<file path="config.mk">
export PLATFORM = sky130hd
export DESIGN_NAME = spi_frame_slave
export DESIGN_NICKNAME = d
export VERILOG_FILES = /design/src/rtl/spi_pkg.sv /design/src/rtl/spi_sync.sv /design/src/rtl/spi_frame_slave.sv
export SDC_FILE = /design/constraint.sdc
export NUM_CORES = 1
export LEC_CHECK = 0
export CAP_MARGIN = 20
export CORE_AREA = 2 2 93 95
export DETAILED_ROUTE_END_ITERATION = 10
export DIE_AREA = 0 0 95 97
export SYNTH_ARGS = -nofsm -noshare
export SYNTH_HDL_FRONTEND = slang
export SYNTH_HIERARCHICAL = 1
export SYNTH_SLANG_ARGS = --single-unit
</file>
<file path="constraint.sdc">
create_clock -name clk -period 3.3 [get_ports clk]
set_input_delay 0.495 -clock clk [delete_from_list [all_inputs] [get_ports clk]]
set_output_delay 0.495 -clock clk [all_outputs]
set_load 0.05 [all_outputs]
</file>
<file path="src/rtl/spi_pkg.sv">
// spi_pkg: shared definitions for the SPI frame slave.
//   FRAME_BITS_DEFAULT : bits per SPI frame
//   CTRL_W / DATA_W    : split of a received frame into control and data fields
//   spi_state_t        : frame-level FSM states
package spi_pkg;

  localparam int FRAME_BITS_DEFAULT = 16;
  localparam int CTRL_W = 4;
  localparam int DATA_W = 12;

  typedef enum logic [1:0] {
    IDLE,
    SHIFT,
    COMMIT
  } spi_state_t;

endpackage

</file>
<file path="src/rtl/spi_sync.sv">
// spi_sync: multi-flop synchronizer for one asynchronous pin, with registered
// edge strobes.
//   clk   in  : system clock
//   rst_n in  : synchronous active-low reset
//   din   in  : asynchronous pin
//   dout  out : synchronized level
//   rise  out : one-cycle strobe, aligned with dout going high
//   fall  out : one-cycle strobe, aligned with dout going low
// SYNC_STAGES must be at least 2. The edge strobes compare the last two
// stages, so they line up with dout and the pin-to-strobe delay equals the
// chain depth.
module spi_sync #(
  parameter int SYNC_STAGES = 2
) (
  input  logic clk,
  input  logic rst_n,
  input  logic din,
  output logic dout,
  output logic rise,
  output logic fall
);

  logic [SYNC_STAGES-1:0] chainReg;
  logic                   riseReg;
  logic                   fallReg;

  // Reset to 0: a pin already low when reset releases produces no edge, so a
  // chip select held low through reset cannot start a frame.
  always_ff @(posedge clk) begin
    if (!rst_n) begin
      chainReg <= '0;
      riseReg  <= 1'b0;
      fallReg  <= 1'b0;
    end else begin
      chainReg <= {chainReg[SYNC_STAGES-2:0], din};
      riseReg  <= chainReg[SYNC_STAGES-2] & ~chainReg[SYNC_STAGES-1];
      fallReg  <= ~chainReg[SYNC_STAGES-2] & chainReg[SYNC_STAGES-1];
    end
  end

  assign dout = chainReg[SYNC_STAGES-1];
  assign rise = riseReg;
  assign fall = fallReg;

endmodule

</file>
<file path="src/rtl/spi_frame_slave.sv">
// spi_frame_slave: SPI mode-0 slave transceiver, oversampled in the clk domain.
//   clk, rst_n          : system clock, synchronous active-low reset
//   sclk, cs_n, mosi    : asynchronous SPI pins from the master
//   miso, miso_oe       : SPI data out and its output enable
//   tx_data             : status word, captured when cs_n falls
//   spi_data            : last good received frame {ctrl, data}
//   readBusy            : high from frame start until one cycle after spi_data updates
//   writeBusy           : high while the transmit shift runs
//   frame_err           : one-cycle pulse when a frame ends with the wrong bit count
module spi_frame_slave
  import spi_pkg::*;
#(
  parameter int FRAME_BITS  = FRAME_BITS_DEFAULT,
  parameter int SYNC_STAGES = 2
) (
  input  logic                  clk,
  input  logic                  rst_n,
  input  logic                  sclk,
  input  logic                  cs_n,
  input  logic                  mosi,
  output logic                  miso,
  output logic                  miso_oe,
  input  logic [FRAME_BITS-1:0] tx_data,
  output logic [FRAME_BITS-1:0] spi_data,
  output logic                  readBusy,
  output logic                  writeBusy,
  output logic                  frame_err
);

  localparam int CNT_W = $clog2(FRAME_BITS + 2);
  localparam logic [CNT_W-1:0] CNT_FULL = CNT_W'(FRAME_BITS);
  localparam logic [CNT_W-1:0] CNT_MAX  = CNT_W'(FRAME_BITS + 1);

  localparam int PIN_SCLK = 0;
  localparam int PIN_CS   = 1;
  localparam int PIN_MOSI = 2;

  logic [2:0] pinVec;
  logic [2:0] syncVec;
  logic [2:0] riseVec;
  logic [2:0] fallVec;

  assign pinVec = {mosi, cs_n, sclk};

  genvar gi;
  generate
    for (gi = 0; gi < 3; gi++) begin : g_sync
      spi_sync #(
        .SYNC_STAGES(SYNC_STAGES)
      ) u_sync (
        .clk  (clk),
        .rst_n(rst_n),
        .din  (pinVec[gi]),
        .dout (syncVec[gi]),
        .rise (riseVec[gi]),
        .fall (fallVec[gi])
      );
    end
  endgenerate

  logic sclkRise, sclkFall, csRise, csFall, mosiSync;
  assign sclkRise = riseVec[PIN_SCLK];
  assign sclkFall = fallVec[PIN_SCLK];
  assign csRise   = riseVec[PIN_CS];
  assign csFall   = fallVec[PIN_CS];
  assign mosiSync = syncVec[PIN_MOSI];

  // Levels of sclk/cs_n and edges of mosi are not needed.
  logic unusedSync;
  assign unusedSync = ^{syncVec[PIN_SCLK], syncVec[PIN_CS], riseVec[PIN_MOSI], fallVec[PIN_MOSI]};

  spi_state_t            stateReg, stateNext;
  logic [CNT_W-1:0]      cntReg, cntNext;
  logic [FRAME_BITS-1:0] rxReg, rxNext;
  logic [FRAME_BITS-1:0] txReg, txNext;
  logic [FRAME_BITS-1:0] spiDataReg, spiDataNext;
  logic                  misoReg, misoNext;
  logic                  misoOeReg, misoOeNext;
  logic                  readBusyReg, readBusyNext;
  logic                  writeBusyReg, writeBusyNext;
  logic                  frameErrReg, frameErrNext;

  always_ff @(posedge clk) begin
    if (!rst_n) begin
      stateReg     <= IDLE;
      cntReg       <= '0;
      rxReg        <= '0;
      txReg        <= '0;
      spiDataReg   <= '0;
      misoReg      <= 1'b0;
      misoOeReg    <= 1'b0;
      readBusyReg  <= 1'b0;
      writeBusyReg <= 1'b0;
      frameErrReg  <= 1'b0;
    end else begin
      stateReg     <= stateNext;
      cntReg       <= cntNext;
      rxReg        <= rxNext;
      txReg        <= txNext;
      spiDataReg   <= spiDataNext;
      misoReg      <= misoNext;
      misoOeReg    <= misoOeNext;
      readBusyReg  <= readBusyNext;
      writeBusyReg <= writeBusyNext;
      frameErrReg  <= frameErrNext;
    end
  end

  always_comb begin
    stateNext     = stateReg;
    cntNext       = cntReg;
    rxNext        = rxReg;
    txNext        = txReg;
    spiDataNext   = spiDataReg;
    misoNext      = misoReg;
    misoOeNext    = misoOeReg;
    readBusyNext  = readBusyReg;
    writeBusyNext = writeBusyReg;
    frameErrNext  = 1'b0;

    unique case (stateReg)
      IDLE: begin
        if (csFall) begin
          txNext        = tx_data;
          misoNext      = tx_data[FRAME_BITS-1];
          misoOeNext    = 1'b1;
          readBusyNext  = 1'b1;
          writeBusyNext = 1'b1;
          cntNext       = '0;
          stateNext     = SHIFT;
        end
      end

      SHIFT: begin
        // Chip-select release takes priority over any coincident sclk edge.
        if (csRise) begin
          misoOeNext    = 1'b0;
          writeBusyNext = 1'b0;
          if (cntReg == CNT_FULL) begin
            spiDataNext = {rxReg[FRAME_BITS-1 -: CTRL_W], rxReg[DATA_W-1:0]};
          end else begin
            frameErrNext = 1'b1;
          end
          stateNext = COMMIT;
        end else begin
          if (sclkRise) begin
            rxNext = {rxReg[FRAME_BITS-2:0], mosiSync};
            // Saturating one past a full frame is enough to flag overruns.
            if (cntReg != CNT_MAX) begin
              cntNext = cntReg + 1'b1;
            end
          end
          if (sclkFall) begin
            // Zero fill: once all bits are out, miso settles at 0.
            txNext   = {txReg[FRAME_BITS-2:0], 1'b0};
            misoNext = txReg[FRAME_BITS-2];
          end
        end
      end

      COMMIT: begin
        readBusyNext = 1'b0;
        stateNext    = IDLE;
      end

      default: begin
        stateNext = IDLE;
      end
    endcase
  end

  assign miso      = misoReg;
  assign miso_oe   = misoOeReg;
  assign spi_data  = spiDataReg;
  assign readBusy  = readBusyReg;
  assign writeBusy = writeBusyReg;
  assign frame_err = frameErrReg;

endmodule

</file>
== Word level (Yosys, flattened, before mapping) ==
Index checks and enable logic that the tools add are counted.
Storage, ports and cells
  bits in registers: 68
  logic and storage cells: 68
  bits of input ports: 21
  output and inout port bits: 21
Cells by class
  bitwise logic cells: 9
  multiplexer cells: 21
  reduce and logical (&&, ||, !) cells: 11
  equality and inequality tests: 10
  add/subtract/negate cells: 1
Operators with widths (number)
  $mux 15: 3
  $pmux 15 s2: 1
  $mux 5: 4
  $reduce_and 3->1: 4
  $pmux 5 s2: 1
  $ne 2x1->1 const B: 4
  $mux 1: 6
  $pmux 1 s2: 3
  $add 5x1->5 const B: 1
  $eq 5x5->1 const B: 1
  $ne 5x5->1 const B: 1
  $not 1->1: 5
  $reduce_and 5->1: 1
  $and 1x1->1: 4
  $mux 2: 2
  $ne 2x2->1 const B: 2
  $pmux 2 s2: 1
  $reduce_and 2->1: 2
  $reduce_and 4->1: 1
  $reduce_bool 2->1: 2
  $eq 2x1->1 const B: 1
  $eq 2x2->1 const B: 1
  $logic_not 2->1: 1

== Depth between registers and ports, before layout ==
Gate-level depths: netlist of the first run.
  depth in word-level cells: 5
  mapped depth: 7
  depth with buffers taken out: 6

== Hierarchy ==
The synthesis of the first run kept the hierarchy.
By module, submodules not included
  spi_frame_slave: cells an instance 264, area each 2494.9 µm², times used 1, sequential area each 1161.1 µm²
  spi_sync: cells an instance 8, area each 111.4 µm², times used 3, sequential area each 80.1 µm²

== Worst setup path before layout of the first run ==
No wires, ideal clock.
  path type: register to register
  start: register cntReg[0]
  end: register spiDataReg[0] (netlist: spi_data[0])
  period minus slack after synthesis: 1505 ps
  setup time: 128 ps
  stages on the path, launching flop included: 8
  setup slack: 1795 ps
  arrival time: 1377 ps
  required time: 3172 ps
  path buffers: 1
  cell sequence: dfxtp_1 > inv_1 > ha_1 > and4bb_2 > nand3_4 > buf_6 > mux2i_1 > nor2_1
On the way
  word-level cells in the longest chain between the ends: 2
RTL lines
  start: declaration: RTL line spi_frame_slave.sv:73  | logic [CNT_W-1:0] cntReg, cntNext;
  start signal: assignment: RTL line spi_frame_slave.sv:97  | cntReg <= cntNext;
  $eq 5x5->1: RTL line spi_frame_slave.sv:139  | if (cntReg == CNT_FULL) begin
  $reduce_and 3->1 (no source line)
  end signal: assignment: RTL line spi_frame_slave.sv:100  | spiDataReg <= spiDataNext;
  end: declaration: RTL line spi_frame_slave.sv:76  | logic [FRAME_BITS-1:0] spiDataReg, spiDataNext;
No other way between the ends.
A chain may end at the register's enable or synchronous reset.

== Worst setup path in the final report of the first run ==
  start: register writeBusyReg (netlist: writeBusy)
  end: output port writeBusy
RTL lines
  start: declaration: RTL line spi_frame_slave.sv:80  | logic writeBusyReg, writeBusyNext;
  start signal: assignment: RTL line spi_frame_slave.sv:104  | writeBusyReg <= writeBusyNext;
  end: declaration: RTL line spi_frame_slave.sv:26  | output logic writeBusy,
No word-level cell between the ends.

==> results of run 1 <==
[stage by stage]
stage	instances	hold WS [ps]
after global routing	431	467
after detailed placement	415	436
after CTS	431	448
after global placement	415	427
final	431	438
after floorplan	284	417
[cell type report]
class | count | area [µm²] | share of cell area (%)
multi-input combinational | 193 | 1250 | 36.9
clock inverter | 4 | 47.5 | 1.40
inverter | 5 | 18.8 | 0.552
timing repair buffer | 44 | 433 | 12.7
clock buffer | 12 | 155 | 4.56
sequential | 68 | 1360 | 40.0
tap | 105 | 131 | 3.86
[worst min-delay path, delay by kind of cell (launching register included)]
| kind | cells | cell delay, ps |
|---|---|---|
| compound gates | 1 | 50 |
| simple gates | 1 | 50 |
| flops | 1 | 300 |
[layout by cell type, fill, tap and decap left out, types with 2 or more instances in the layout]
master,n
clkinv_2,2
dfxtp_1,68
nor2b_1,5
a311oi_2,14
clkbuf_8,11
a21boi_0,3
and4bb_2,2
mux2i_1,16
o211ai_1,2
clkdlybuf4s50_1,41
inv_1,4
nor2_2,9
ha_1,3
o32ai_1,2
nand3_1,6
and2_2,3
nand2b_1,2
buf_4,3
nor2_1,21
a21oi_1,17
and3b_1,4
o21ai_0,4
nand2_1,66
and2_1,4
[metal layers]
layer | routed length (µm) | share of wire [%]
met5 | 0 | 0
met4 | 76 | 1.5
met3 | 228 | 4.5
met2 | 2370 | 47
met1 | 2380 | 47
[worst paths after layout]
path	from	end	cells past startpoint
setup reg to reg	stateReg[1]	cntReg[3]	3
hold reg to reg	g_sync[2].u_sync/chainReg[1]	rxReg[0]	2
hold / removal	g_sync[2].u_sync/chainReg[1]	rxReg[0]	2
setup / recovery	writeBusy	writeBusy	1
[state kept, by name, indices dropped and copies added, names as in the netlist]
name,flops
cntReg,5
frame_err,1
g_sync.u_sync/chainReg,6
g_sync.u_sync/fall,2
g_sync.u_sync/rise,2
miso,1
readBusy,1
rxReg,16
spi_data,16
stateReg,2
txReg,15
writeBusy,1
[power breakdown]
group	leakage [nW]	total, mW	internal [mW]	switching (mW)
clock network	0.102	0.688	0.388	0.300
logic	0.639	0.0896	0.0438	0.0457
registers	0.550	0.840	0.833	0.00760
==> results.cfg, run 1 <==
[die]
die_y_um = 97
io_pins = 42
fp.dieW_um = 95
dieArea_um2 = 9220
rows = 33
core-area_um2 = 8130
initial_core_util_pct = 34.1

[clock_network]
cts_buffers = 9
cts.sinks = 68
post-cts-setup-buffer-count = 0
htree_num_levels = 3
cts_tree = built
ctsResizeCount = 0
insertion_delay_ps = 340
clockBufferDepth = 2
clk_pin_slew_ps = 70
clockRootBuffer = clkbuf_8
holdBufCountCts = 0

[logic_synthesis]
synth_nets = 308
yosys_warnings = 6
syn_inst = 284
syn_area_um2 = 2770
syn_avg_cell_area_um2 = 9.76

[placed_design]
placed_area_um2 = 3200
dp_hpwl_um = 3300
place_congestion = 0.773
dp_worst_setup_slack_ps = 1140
io_buffers = 41

[grt]
top_usage_layer = met2
overflow = 0
met1_usage_pct = 14.5
grt_pass1_vias = 1840
grt_use_met3_pct = 4.91
grt_usage_pct = 11.9
grt_max_degree = 44
grt_pass1_wl_um = 8530
grt_use_met2_pct = 18.4
antenna_found_initial = 0

[drt]
wl_per_cell_um = 11.7
drtIter0Drc = 96
drc = 0
viasPerCell = 4.69
firstDrtPassIters = 4
final_antenna_net_count = 0
vias = 2023
routed_wl_um = 5060

[final_layout]
utilization_pct = 41.8
fill_cells = 798
antenna_cells = 0
layout.nets = 345
area_delta_synth_final_pct = 22.8
final_cell_area_um2 = 3400
drive_above_1_share_pct = 16.0

[worst_setup_path]
critPathMaxFanout = 3
worstSetupStartpointType = flop
criticalPathCategory = reg -> out
critical_path.cell_chain = clkdlybuf4s50_1
critPathSlowestCell = clkdlybuf4s50_1
cp_top_family = buffers and inverters
cp_data_required_time_ps = 2800
path_buf_inv = 1
arrival_ps = 1560
crit_path_end_kind = output port
regToRegSetupSlack_ps = 1660
slowest_delay_ps = 830

[timing]
fin_crit_sh_pct = 62.2
clock_skew_ps = 8.14
slew_headroom_pct = 57.8
slew_violations = 0
rsz0062_at_grt = false
setup_viol = 0
setup_ws_ps = 1250
hold_viol = 0
max_freq_mhz = 487
min_period_ps = 2050
worstMarginPinSlew_ps = 633
fin_setup_tns_ps = 0

[power_and_ir_drop]
power_density_nw_per_um2 = 476
p_total_mw = 1.62
leakage_nw = 1.29
vdd_drop_max_mv = 0.245

[flow_run]
maxCapViolCount = 0

[status]
status = completed

[worst_hold_path]
hp-class = reg -> reg
Note: power is estimated with default switching activity, not from simulation.
==> inputs of run 2 (changes only) <==
- clock period: 3.3 -> 2 ns (I/O delays scaled with it)
==> results.cfg, run 2 (synthesis results as in run 1) <==
[worst_setup_path]
regToRegSetupSlack_ps = 370
criticalPathCategory = reg -> out
path_buf_inv = 1
critPathLaunch = writeBusy
endpoint = miso_oe
slowest_delay_ps = 820
path_depth = 1
critPathMaxFanout = 3
crit_path_end_kind = output port
worstSetupStartpointType = flop
r2r_cells = 4
cp_data_required_time_ps = 1700
rr_endpoint = txReg[7]
cp_top_family = buffers and inverters
rr_startpoint = stateReg[0]
arrival_ps = 1530
critPathSlowestCell = clkdlybuf4s50_1
critical_path.cell_chain = clkdlybuf4s50_1

[timing]
max_freq_mhz = 547
rsz0062_at_grt = false
slew_headroom_pct = 64.3
fin_setup_tns_ps = 0
holdWs_ps = 437
setup_viol = 0
fin_crit_sh_pct = 91.4
hold_viol = 0
setup_ws_ps = 172
worstMarginPinSlew_ps = 534
slew_violations = 0
clock_skew_ps = 6.31
min_period_ps = 1830

[grt]
antenna_found_initial = 0
grt_pass1_vias = 1927
grt_max_degree = 32
grt_usage_pct = 12.3
overflow = 0
grt_pass1_wl_um = 8940

[final_layout]
multi_input_area_um2 = 1250
area_delta_synth_final_pct = 24.6
drive_above_1_share_pct = 17.5
layout.nets = 350
final_common_cell = dfxtp_1
final_cells = 436
utilization_pct = 42.4
final_cell_mix = dfxtp_1, nand2_1, clkdlybuf4s50_1
fill_cells = 802
register_area_um2 = 1360
antenna_cells = 0
final_cell_area_um2 = 3450

[flow_run]
maxCapViolCount = 0

[drt]
drtIter0Drc = 78
firstDrtPassIters = 4
wl_met3_um = 290
vias = 2034
drc = 0
routed.top_layer = met4
viasPerCell = 4.67
final_antenna_net_count = 0
met2_wirelength_um = 2250
wl_per_cell_um = 11.8
wl_met1_um = 2500
routed_wl_um = 5160

[placed_design]
place_congestion = 0.712
placed_area_um2 = 3240
dp_worst_setup_slack_ps = 310
dp_cells = 420
io_buffers = 41
dp_hpwl_um = 3550

[clock_network]
cts.sinks = 68
clockBufferDepth = 2
clockRootBuffer = clkbuf_8
holdBufCountCts = 0
clk_pin_slew_ps = 70
cts_tree = built
post-cts-setup-buffer-count = 0
htree_num_levels = 3
cts_buffers = 9
insertion_delay_ps = 330
ctsResizeCount = 0

[status]
status = completed

[die]
fp.dieW_um = 95
initial_core_util_pct = 34.1
io_pins = 42
dieArea_um2 = 9220
rows = 33
core-area_um2 = 8130
die_y_um = 97

[worst_hold_path]
hp-class = reg -> reg
min_from = g_sync[2].u_sync/chainReg[1]

[power_and_ir_drop]
power_density_nw_per_um2 = 793
p_total_mw = 2.74
vdd_drop_max_mv = 0.463
leakage_nw = 1.32
==> run 2: final cells by class <==
| type | instances | area share [%] |
|---|---|---|
| Sequential cell | 68 | 39.4 |
| Clock buffer | 9 | 3.59 |
| Inverter | 5 | 0.544 |
| Timing Repair Buffer | 49 | 13.6 |
| Clock inverter | 7 | 2.65 |
| Multi-Input combinational cell | 193 | 36.4 |
| Tap cell | 105 | 3.81 |
==> run 2: power by group <==
group          switching (mW)  internal (mW)
combinational          0.0759         0.0756
sequential             0.0125           1.37
clock                   0.504          0.697
==> run 2: routing by layer <==
layer,up-vias,track usage [%]
met5,-,0
met4,0,5.24
met3,10,5.22
met2,53,18.2
met1,927,15.5
li1,1044,-
==> run 2: how the worst min path moves through the flow <==
stage	endpoint	slack, ps	depth (start not counted)
2_1_floorplan	rxReg[0]	420	2
3_3_place_gp	rxReg[0]	420	2
3_5_place_dp	rxReg[0]	430	2
4_1_cts	rxReg[0]	440	2
5_1_grt	rxReg[0]	460	2
6_report	rxReg[0]	440	2
